==> src/rtl/hqm_rcfwl_gclk_rcb_multi_seq.sv <==
// Multi-channel regional clock buffer controller.
// Converts per-channel regional power-enable requests into staggered,
// hysteresis-held RCB enables and gates the inverted grid clock per channel.

// Behavioural ctech RCB AND: enable latch, transparent while the grid clock is
// high, ANDed with the inverted grid clock so the output never glitches.
module hqm_rcfwl_gclk_ctech_rcb_and (
    input  logic i_ck,
    input  logic i_en,
    input  logic i_fd,
    input  logic i_rd,
    output logic o_ck
);
    logic r_en_lat;
    logic w_unused_trim;

    // fd/rd are LCP trim bits for the physical cell; they have no logical effect
    assign w_unused_trim = i_fd ^ i_rd;

    // Capture the enable during the high grid phase so the low phase pulse is clean
    always_latch begin
        if (i_ck) begin
            r_en_lat <= i_en;
        end
    end

    assign o_ck = (~i_ck) & r_en_lat;
endmodule

module hqm_rcfwl_gclk_rcb_multi_seq #(
    parameter int NUM_CH      = 4,
    parameter int HYST_W      = 6,
    parameter int STAGGER_CYC = 2
) (
    input  logic              CkGridX1N,
    input  logic              RstB,
    input  logic [NUM_CH-1:0] RPEn,
    input  logic              RPOvrd,
    input  logic              FscanClkUngate,
    input  logic [HYST_W-1:0] HystCnt,
    input  logic [NUM_CH-1:0] Fd,
    input  logic [NUM_CH-1:0] Rd,
    output logic [NUM_CH-1:0] CkRcbX2NB,
    output logic [NUM_CH-1:0] RcbEnAck,
    output logic              WakePend
);
    localparam logic [1:0] ST_OFF  = 2'd0;
    localparam logic [1:0] ST_WAKE = 2'd1;
    localparam logic [1:0] ST_ON   = 2'd2;
    localparam logic [1:0] ST_HOLD = 2'd3;

    localparam int               STG_W    = (STAGGER_CYC > 1) ? $clog2(STAGGER_CYC) : 1;
    localparam logic [STG_W-1:0] STG_LOAD = STG_W'(STAGGER_CYC - 1);
    localparam logic [STG_W-1:0] STG_ONE  = STG_W'(1);
    localparam logic [HYST_W-1:0] CNT_ONE = HYST_W'(1);

    logic [1:0]        r_state     [NUM_CH];
    logic [1:0]        w_state_nxt [NUM_CH];
    logic [HYST_W-1:0] r_cnt       [NUM_CH];
    logic [HYST_W-1:0] w_cnt_nxt   [NUM_CH];
    logic [STG_W-1:0]  r_stag;
    logic [STG_W-1:0]  w_stag_nxt;
    logic [NUM_CH-1:0] w_cand;
    logic [NUM_CH-1:0] w_grant;
    logic [NUM_CH-1:0] w_ack_nxt;
    logic [NUM_CH-1:0] w_wake_nxt;
    logic [NUM_CH-1:0] w_en;
    logic [NUM_CH-1:0] r_ack;
    logic              r_wake;

    // Arbiter: requesting OFF/WAKE channels compete; lowest index wins when the stagger window is clear
    always_comb begin
        w_cand = '0;
        for (int i = 0; i < NUM_CH; i++) begin
            w_cand[i] = RPEn[i] & ((r_state[i] == ST_OFF) | (r_state[i] == ST_WAKE));
        end
        w_grant = w_cand & (~w_cand + NUM_CH'(1)) & {NUM_CH{r_stag == '0}};
    end

    // Stagger counter: reload on a grant, otherwise count down and hold at zero
    always_comb begin
        w_stag_nxt = r_stag;
        if (|w_grant) begin
            w_stag_nxt = STG_LOAD;
        end else if (r_stag != '0) begin
            w_stag_nxt = r_stag - STG_ONE;
        end else begin
            w_stag_nxt = r_stag;
        end
    end

    // Per-channel OFF/WAKE/ON/HOLD next-state and hold counter
    always_comb begin
        for (int i = 0; i < NUM_CH; i++) begin
            w_state_nxt[i] = r_state[i];
            w_cnt_nxt[i]   = r_cnt[i];
            case (r_state[i])
                ST_OFF: begin
                    if (w_grant[i])   w_state_nxt[i] = ST_ON;
                    else if (RPEn[i]) w_state_nxt[i] = ST_WAKE;
                    else              w_state_nxt[i] = ST_OFF;
                end
                ST_WAKE: begin
                    if (!RPEn[i])        w_state_nxt[i] = ST_OFF;
                    else if (w_grant[i]) w_state_nxt[i] = ST_ON;
                    else                 w_state_nxt[i] = ST_WAKE;
                end
                ST_ON: begin
                    if (RPEn[i]) begin
                        w_state_nxt[i] = ST_ON;
                    end else if (HystCnt == '0) begin
                        w_state_nxt[i] = ST_OFF;
                    end else begin
                        w_state_nxt[i] = ST_HOLD;
                        w_cnt_nxt[i]   = HystCnt;
                    end
                end
                ST_HOLD: begin
                    // Re-request resumes ON directly; it never touches the arbiter
                    if (RPEn[i]) begin
                        w_state_nxt[i] = ST_ON;
                    end else if (r_cnt[i] == CNT_ONE) begin
                        w_state_nxt[i] = ST_OFF;
                    end else begin
                        w_state_nxt[i] = ST_HOLD;
                        w_cnt_nxt[i]   = r_cnt[i] - CNT_ONE;
                    end
                end
                default: begin
                    w_state_nxt[i] = ST_OFF;
                    w_cnt_nxt[i]   = '0;
                end
            endcase
            w_ack_nxt[i]  = (w_state_nxt[i] == ST_ON) | (w_state_nxt[i] == ST_HOLD);
            w_wake_nxt[i] = (w_state_nxt[i] == ST_WAKE);
        end
    end

    // State, counters and registered status outputs
    always_ff @(posedge CkGridX1N or negedge RstB) begin
        if (!RstB) begin
            for (int i = 0; i < NUM_CH; i++) begin
                r_state[i] <= ST_OFF;
                r_cnt[i]   <= '0;
            end
            r_stag <= '0;
            r_ack  <= '0;
            r_wake <= 1'b0;
        end else begin
            for (int i = 0; i < NUM_CH; i++) begin
                r_state[i] <= w_state_nxt[i];
                r_cnt[i]   <= w_cnt_nxt[i];
            end
            r_stag <= w_stag_nxt;
            r_ack  <= w_ack_nxt;
            r_wake <= |w_wake_nxt;
        end
    end

    // Overrides force the clock on without disturbing the FSMs
    assign w_en     = r_ack | {NUM_CH{RPOvrd | FscanClkUngate}};
    assign RcbEnAck = r_ack;
    assign WakePend = r_wake;

    for (genvar g = 0; g < NUM_CH; g++) begin : g_rcb
        hqm_rcfwl_gclk_ctech_rcb_and u_rcb_and (
            .i_ck (CkGridX1N),
            .i_en (w_en[g]),
            .i_fd (Fd[g]),
            .i_rd (Rd[g]),
            .o_ck (CkRcbX2NB[g])
        );
    end
endmodule

==> config.mk <==
export PLATFORM = sky130hd
export DESIGN_NAME = hqm_rcfwl_gclk_rcb_multi_seq
export DESIGN_NICKNAME = d
export VERILOG_FILES = /design/src/rtl/hqm_rcfwl_gclk_rcb_multi_seq.sv
export SDC_FILE = /design/constraint.sdc
export NUM_CORES = 1
export LEC_CHECK = 0
export ABC_AREA = 1
export CAP_MARGIN = 20
export CORE_MARGIN = 5
export CORE_UTILIZATION = 50
export DETAILED_ROUTE_END_ITERATION = 8
export PLACE_DENSITY = 0.73
export SYNTH_ARGS = -nofsm -noshare
export SYNTH_HDL_FRONTEND = slang
export SYNTH_SLANG_ARGS = --single-unit
==> constraint.sdc <==
create_clock -name CkGridX1N -period 1.8 [get_ports CkGridX1N]
set_clock_uncertainty 0.15 [all_clocks]
set_input_delay 0.54 -clock CkGridX1N [delete_from_list [all_inputs] [get_ports CkGridX1N]]
set_output_delay 0.54 -clock CkGridX1N [all_outputs]
set_load 0.05 [all_outputs]
==> results.txt, run 1 <==
outcome: finished, violations left
failing checks: negative setup slack
Max Transition Viols Final: 0
Worst R2R Path Depth: 2
Port Buffers: 22
Final Routed Wirelength: 5750 µm
Final nets: 428
total track usage: 20.4%
final count of hold timing violations: 0
Clock Pin Slew Worst Setup and Hold Paths: 0.08 ns
Post-Layout Cell Count: 466
Post-Syn Area: 2440 µm²
setup slack after layout: -0.383 ns
Core Region: 4720 µm²
first-pass GRT wire length: 9780 µm
setup violators final: 8
Die ar.: 6380 µm²
crit path DAT: 1.49 ns
Via Count: 2309
Fillers: 408
synthesis-to-layout area growth: 28.1%
post-synth cell types: 23
Synthesis Warnings: 0
Worst Setup Start Kind: latch
Worst-Margin Slew: 0.264 ns
design area: 3120 µm²
crit path kind: latch2out
Comb pwr share: 48.4%
Die X: 79.9 µm
GP Congestion: 0.808
sequential share of power: 25.8%
largest net degree at the start of global routing: 35
pwr/cell area: 1940 nW/µm²
CP Max Fanout: 1
drt first-iter violations: 170
biggest area consumer among synthesized cells: dfrtp_1
Inst Count DP: 448
RSZ-0062 raised after global routing: true
PnR Total Power: 6.05 mW
Antenna diodes: 0
internal power: 3.14 mW
worst flop-to-flop path startpoint: RcbEnAck[1]
achievable clock frequency: 0.458 GHz
DRC Markers: 0
Syn Nets: 378
ranking of synthesized cells by area: dfrtp_1 (35%), nand2_1 (15%), nand3_1 (6.8%)
Period minus WS final: 2.18 ns
WHS: 0.352 ns
Detail Route Antenna Nets: 0
number of I/O pins: 31
worst-skew pair later-pin latency: 0.40 ns
CTS tree: done
Post-Place Cell Area: 2930 µm²
share of cells above drive strength 1: 22.3%
max-cap violations: 0
Yosys reg bits: 38
Tcrit/Tclk final: 121%
crit end category: output pin
Post-Syn Instances: 348
reg2reg setup slack: 0 ns
post-place setup slack: -0.660 ns
Max VDD drop: 1060 µV
top-area cell type share of the netlist area: 34.9%
DR WL/cell: 12.3 µm
Rel. slew slack: 82.4%
sw frac: 48.1%
clock share of power: 25.9%
Via density: 4.95
initial antenna violation count: 0
# rows: 25
total grt overflow: 0
drt first pass iters: 4
Net Sw Power: 2.91 mW
Starting Density: 51.7%
vias in the first global route: 2256
Syn Area/Cell: 7.01 µm²
FF-to-FF End: g_rcb[1].u_rcb_and.r_en_lat
Required @ worst endpoint: 1.11 ns
leakage: 1.59 nW
HP Class: in2async
hold_buf cts: 0
DPL Wire Length: 4000 µm
Die Y: 79.9 µm
==> logic make-up (layout without fill, tap and decap cells) <==
logic type | count (synthesis) | count (layout) | share of synthesized area (%)
and+or+nand+nor | 196 | 196 | 38.2
buffers and inverters | 57 | 108 | 10.0
AOI/OAI and AO/OA | 49 | 49 | 10.4
DFF | 34 | 34 | 34.9
adders and majority gates | 8 | 8 | 4.10
latches | 4 | 4 | 2.46
==> stage by stage <==
step,util [%],setup TNS [ns]
final,66.1,-1.46
after global routing,66.1,-1.84
after CTS,65.6,-1.45
after detailed placement,62.0,-10.58
after global placement,62.0,-9.81
after floorplan,-,-0.354
==> sequential cells by signal, indices dropped and copies added, names as in the netlist <==
| name | cells |
|---|---|
| RcbEnAck | 3 |
| g_rcb.u_rcb_and.r_en_lat | 4 |
| r_stag | 1 |
| r_state | 5 |
| r_cnt | 24 |
| WakePend | 1 |
==> cells in the mapped netlist, drive strengths merged <==
cell	instances
buf	8
a21oi	7
or2	1
ha	8
nor2	41
nand3	43
nand2	106
dlxtp	4
nand4	4
nor3	1
inv	49
o211ai	2
o21ai	40
dfrtp	34
==> power groups by stage <==
stage | sequential [mW] | clock, mW | combinational (mW)
5_1_grt | 1.61 | 1.65 | 3.35
3_3_place_gp | 1.55 | 0.608 | 2.75
4_1_cts | 1.55 | 1.60 | 2.89
6_report | 1.56 | 1.57 | 2.93
2_1_floorplan | 1.53 | 0.653 | 2.02
3_5_place_dp | 1.55 | 0.608 | 2.82
==> layer usage <==
metal | part of all wire, % | vias up | global-route usage, %
met5 | 0 | - | 0
met4 | 1.4 | 0 | 11.3
met3 | 5.1 | 10 | 5.98
met2 | 47 | 49 | 30.6
met1 | 47 | 1044 | 26.4
li1 | - | 1206 | -
==> critical path, cell delays in order (launching register included) <==
cell and delay, ns:
dlxtp_1 0, dlxtp_1 0.33, inv_2 0.04, nor2_4 0.07
buf_6 0.16
==> cell usage in the layout, fill, tap and decap left out, types with 5 or more instances in the layout <==
| master | n |
|---|---|
| nor2_4 | 6 |
| dfrtp_1 | 34 |
| nor2_1 | 31 |
| nand3_2 | 7 |
| clkdlybuf4s50_1 | 11 |
| buf_12 | 6 |
| a21oi_1 | 7 |
| buf_4 | 22 |
| o21ai_0 | 28 |
| nand2_1 | 98 |
| ha_1 | 8 |
| inv_2 | 13 |
| o21ai_1 | 11 |
| nand3_1 | 33 |
| clkbuf_8 | 9 |
| inv_1 | 36 |
| buf_6 | 5 |
==> final cells by class <==
cell class / count / area [µm²] / share of cell area [%]
clock buffers: 14 / 176 / 5.65
clock inverters: 2 / 10.0 / 0.320
inverters: 49 / 184 / 5.89
multi-input cells: 253 / 1330 / 42.4
flip-flops and latches: 38 / 911 / 29.2
well taps: 67 / 83.8 / 2.68
repair buffers: 43 / 434 / 13.9
==> repair_timing <==
action | 4_1_cts | 5_1_grt
buffers inserted | 4 | 2
gates resized for setup | 39 | 3
hold endpoints to repair | 0 | 0
pin swaps | 1 | 0
endpoints found under the setup margin | 12 | 12
==> how the worst max path moves through the flow <==
stage / start / end / slack (ns) / cells past startpoint
floorplan: FscanClkUngate / g_rcb[0].u_rcb_and.r_en_lat / -0.06 / 2
global placement: g_rcb[3].u_rcb_and.r_en_lat / CkRcbX2NB[3] / -0.66 / 3
detailed placement: g_rcb[0].u_rcb_and.r_en_lat / CkRcbX2NB[0] / -0.66 / 3
CTS: g_rcb[2].u_rcb_and.r_en_lat / CkRcbX2NB[2] / -0.39 / 4
global route: g_rcb[1].u_rcb_and.r_en_lat / CkRcbX2NB[1] / -0.46 / 4
finish: g_rcb[1].u_rcb_and.r_en_lat / CkRcbX2NB[1] / -0.38 / 4
(Power assumes the default switching activity.)
==> run 2: changes to the inputs <==
--- a/config.mk
+++ b/config.mk
@@ -11,6 +11,7 @@
 export CORE_UTILIZATION = 50
 export DETAILED_ROUTE_END_ITERATION = 8
 export PLACE_DENSITY = 0.73
+export SLEW_MARGIN = 20
 export SYNTH_ARGS = -nofsm -noshare
 export SYNTH_HDL_FRONTEND = slang
 export SYNTH_SLANG_ARGS = --single-unit
==> results of run 2 <==
No change in the layout: final DEF, timing and power equal those of run 1.
==> run 3: changes to the inputs <==
--- a/config.mk
+++ b/config.mk
@@ -14,4 +14,5 @@
 export SLEW_MARGIN = 20
 export SYNTH_ARGS = -nofsm -noshare
 export SYNTH_HDL_FRONTEND = slang
+export SYNTH_HIERARCHICAL = 1
 export SYNTH_SLANG_ARGS = --single-unit
==> results.txt, run 3 <==
initial antenna violation count: 0 (unchanged)
Die Y: 80.1 µm (+0.27%)
RSZ-0062 raised after global routing: true
CP Buf/Inv Count: 2 (unchanged)
crit path kind: latch2out
Rel. slew slack: 74.4% (-8.0 points)
Die ar.: 6410 µm² (+0.54%)
post-place setup slack: -0.678 ns (-0.0181 ns)
commonest non-fill, non-tap cells in the layout: nand2_1 (99), nand3_1 (40), inv_1 (36)
Worst Setup Start Kind: latch
worst flop-to-flop path startpoint: RcbEnAck[1]
Post-Place Cell Area: 2950 µm² (+0.94%)
Synthesis Warnings: 6 (+6)
Crit path depth: 4 (unchanged)
Syn Nets: 375 (-0.79%)
Critical Path Max Stage Delay: 0.33 ns (about the same)
Die X: 80.1 µm (+0.27%)
Max VDD drop: 838 µV (-21%)
ranking of synthesized cells by area: dfrtp_1 (37%), nand2_1 (15%), nand3_1 (8.2%)
number of I/O pins: 31 (unchanged)
Post-synth ARST share: 90.0% (+0.53 points)
XOR/XNOR Fraction of Synth Area: 0% (unchanged)
Port Buffers: 22 (unchanged)
crit path DAT: 1.50 ns (about the same)
area of the multi-input gates: 1310 µm² (-1.0%)
top-area cell type share of the netlist area: 36.7% (+1.8 points)
Period minus WS final: 2.19 ns (+0.00229 ns)
design area: 3160 µm² (+1.1%)
# rows: 25 (unchanged)
max-cap violations: 0 (unchanged)
Post-Syn Area: 2450 µm² (+0.62%)
PnR Total Power: 6.26 mW (+3.4%)
Via density: 5.09 (+2.8%)
Worst-Margin Slew: 0.385 ns (+0.121 ns)
share of synthesized area spent on multiplexers: 0% (unchanged)
Worst R2R Path Depth: 2 (unchanged)
DR WL/cell: 12.2 µm (-1.3%)
crit path launch: g_rcb[3].u_rcb_and/r_en_lat
total grt overflow: 0 (unchanged)
DR WL met2: 2830 µm (+4.9%)
post-synthesis adder-cell area fraction: 4.08% (-0.025 points)
leakage: 1.61 nW (+1.3%)
main combinational cell family by area after synthesis: simple AND/OR/NAND/NOR gates
max reg flops: 24 (unchanged)
Synth Area in Compound Gates: 9.02% (-1.4 points)
top sig layer: met4
biggest regs: r_cnt: 24 flops, r_state: 7 flops, g_rcb.u_rcb_and/r_en_lat: 4 flops
biggest area consumer among synthesized cells: dfrtp_1
synthesis-to-layout area growth: 28.7%
Tcrit/Tclk final: 121% (+0.13 points)
CP Max Fanout: 1 (unchanged)
worst-skew pair later-pin latency: 0.40 ns (about the same)
final count of hold timing violations: 0 (unchanged)
setup TNS: -1.51 ns (-0.0567 ns)
most common cell after layout, fill and taps aside: nand2_1
achievable clock frequency: 0.458 GHz (-0.10%)
Antenna diodes: 0 (unchanged)
largest net degree at the start of global routing: 22 (-37%)
pwr/cell area: 1980 nW/µm² (+2.3%)
highest-delay cell along the critical path: dlxtp_1
setup slack after layout: -0.385 ns (-0.00229 ns)
register area: 963 µm² (+5.8%)
GP Congestion: 0.829 (+2.6%)
drt first pass iters: 5 (+1)
Top FF cell, synth: dfrtp_1
CP Cell Sequence: dlxtp_1 > inv_2 > nor2_4 > buf_6
largest reg by FF count: r_cnt
Starting Density: 51.6% (about the same)
CTS tree: done
vias in the first global route: 2264 (+0.35%)
FF-to-FF End: g_rcb[1].u_rcb_and/r_en_lat
Syn Area/Cell: 7.12 µm² (+1.5%)
Via Count: 2369 (+2.6%)
Inst Count DP: 449 (+0.22%)
count leader, synth: nand2_1
Post-Layout Cell Count: 465 (-0.21%)
Final Routed Wirelength: 5670 µm (-1.5%)
total track usage: 20.0% (-0.47 points)
met3 wire len: 273 µm (-6.8%)
DPL Wire Length: 4120 µm (+3.1%)
Post-Syn Instances: 345 (-0.86%)
Yosys reg bits: 40 (+5.3%)
Post-synth top cells: nand2_1 (99), inv_1 (43), nand3_1 (40), dfrtp_1 (36), nor2_1 (32)
Post-Synth Simple-Gate Area: 39.4% (+1.2 points)
post-synth cell types: 20 (-13%)
Final nets: 427 (-0.23%)
DRC Markers: 0 (unchanged)
share of cells above drive strength 1: 20.9% (-1.5 points)
Clock Pin Slew Worst Setup and Hold Paths: 0.08 ns (about the same)
drt first-iter violations: 146 (-14%)
Max Transition Viols Final: 0 (unchanged)
Fillers: 421 (+3.2%)
Detail Route Antenna Nets: 0 (unchanged)
EDFF count, synth: 0 (unchanged)
Critical path destination: CkRcbX2NB[3]
Core Region: 4750 µm² (+0.66%)
crit end category: output pin
met1 WL: 2440 µm (-8.8%)
setup violators final: 8 (unchanged)
Required @ worst endpoint: 1.11 ns (about the same)
outcome: finished, violations left
Worst path top cell family by delay: latches
HP Class: reg2reg
reg2reg setup slack: 0 ns (unchanged)
failing checks: negative setup slack
first-pass GRT wire length: 9770 µm (about the same)
-- run 3: changes by cell type after synthesis, moves of 3 or more --
| cell | previous run | this run |
|---|---|---|
| o21ai_0 | 28 | 25 |
| nand3_2 | 7 | 3 |
| nor2_2 | 4 | 9 |
| nor2_1 | 36 | 32 |
| nand3_1 | 33 | 40 |
| buf_4 | 8 | 2 |
-- run 3: logic make-up (layout without fill, tap and decap cells) --
| logic type | after synthesis | after routing |
|---|---|---|
| flip-flops | 36 | 36 |
| adder cells (fa/ha/maj) | 8 | 8 |
| buffers and inverters | 52 | 105 |
| AND/OR/NAND/NOR | 201 | 201 |
| AO/OA/AOI/OAI | 44 | 44 |
| latches | 4 | 4 |
-- run 3: routing by layer --
| metal | global-route usage [%] | up-vias |
|---|---|---|
| met2 | 32.5 | 56 |
| met5 | 0 | - |
| li1 | - | 1211 |
| met4 | 7.77 | 0 |
| met1 | 23.8 | 1087 |
| met3 | 7.51 | 15 |
-- run 3: cell type report --
class / instances / share of cell area [%]
Multi-Input combinational cell: 253 / 41.5
Timing Repair Buffer: 39 / 12.6
Tap cell: 67 / 2.65
Clock inverter: 2 / 1.11
Sequential cell: 40 / 30.5
Inverter: 50 / 6.02
Clock buffer: 14 / 5.58
-- run 3: how the worst min path moves through the flow --
stage	from	to	cells after the start
after global placement	RstB	r_cnt[18]	1
after global routing	r_cnt[22]	r_cnt[22]	2
after floorplan	RstB	RcbEnAck[1]	0
after detailed placement	RstB	r_cnt[18]	1
final	r_cnt[5]	r_cnt[5]	2
after CTS	r_cnt[23]	r_cnt[23]	2
-- run 3: through the flow --
step | utilization [%] | hold slack, ns
after floorplan | - | 0.0944
after global placement | 62.1 | 0.332
after detailed placement | 62.1 | 0.336
after CTS | 66.2 | 0.403
after global routing | 66.4 | 0.435
final | 66.4 | 0.400
-- run 3: report_power, final --
group / total [mW] / leakage (nW) / switching (mW) / internal [mW]
sequential: 1.67 / 0.470 / 0.385 / 1.29
combinational: 2.88 / 1.02 / 1.74 / 1.14
clock: 1.71 / 0.122 / 0.835 / 0.880
total: 6.26 / 1.61 / 2.95 / 3.31
-- run 3: tightest hold or removal path: stages, from the launching register on --
cell and delay, ns:
dfrtp_1 0.40, nand2_1 0.07, nand2_1 0.06
-- run 3: repair_timing --
| action | 4_1_cts | 5_1_grt |
|---|---|---|
| hold buffers | 1 | 0 |
| gates resized for setup | 37 | 2 |
| endpoints found under the setup margin | 13 | 10 |
| pin swaps | 2 | 0 |
| setup buffers | 2 | 1 |
| endpoints found under the hold margin | 15 | 0 |
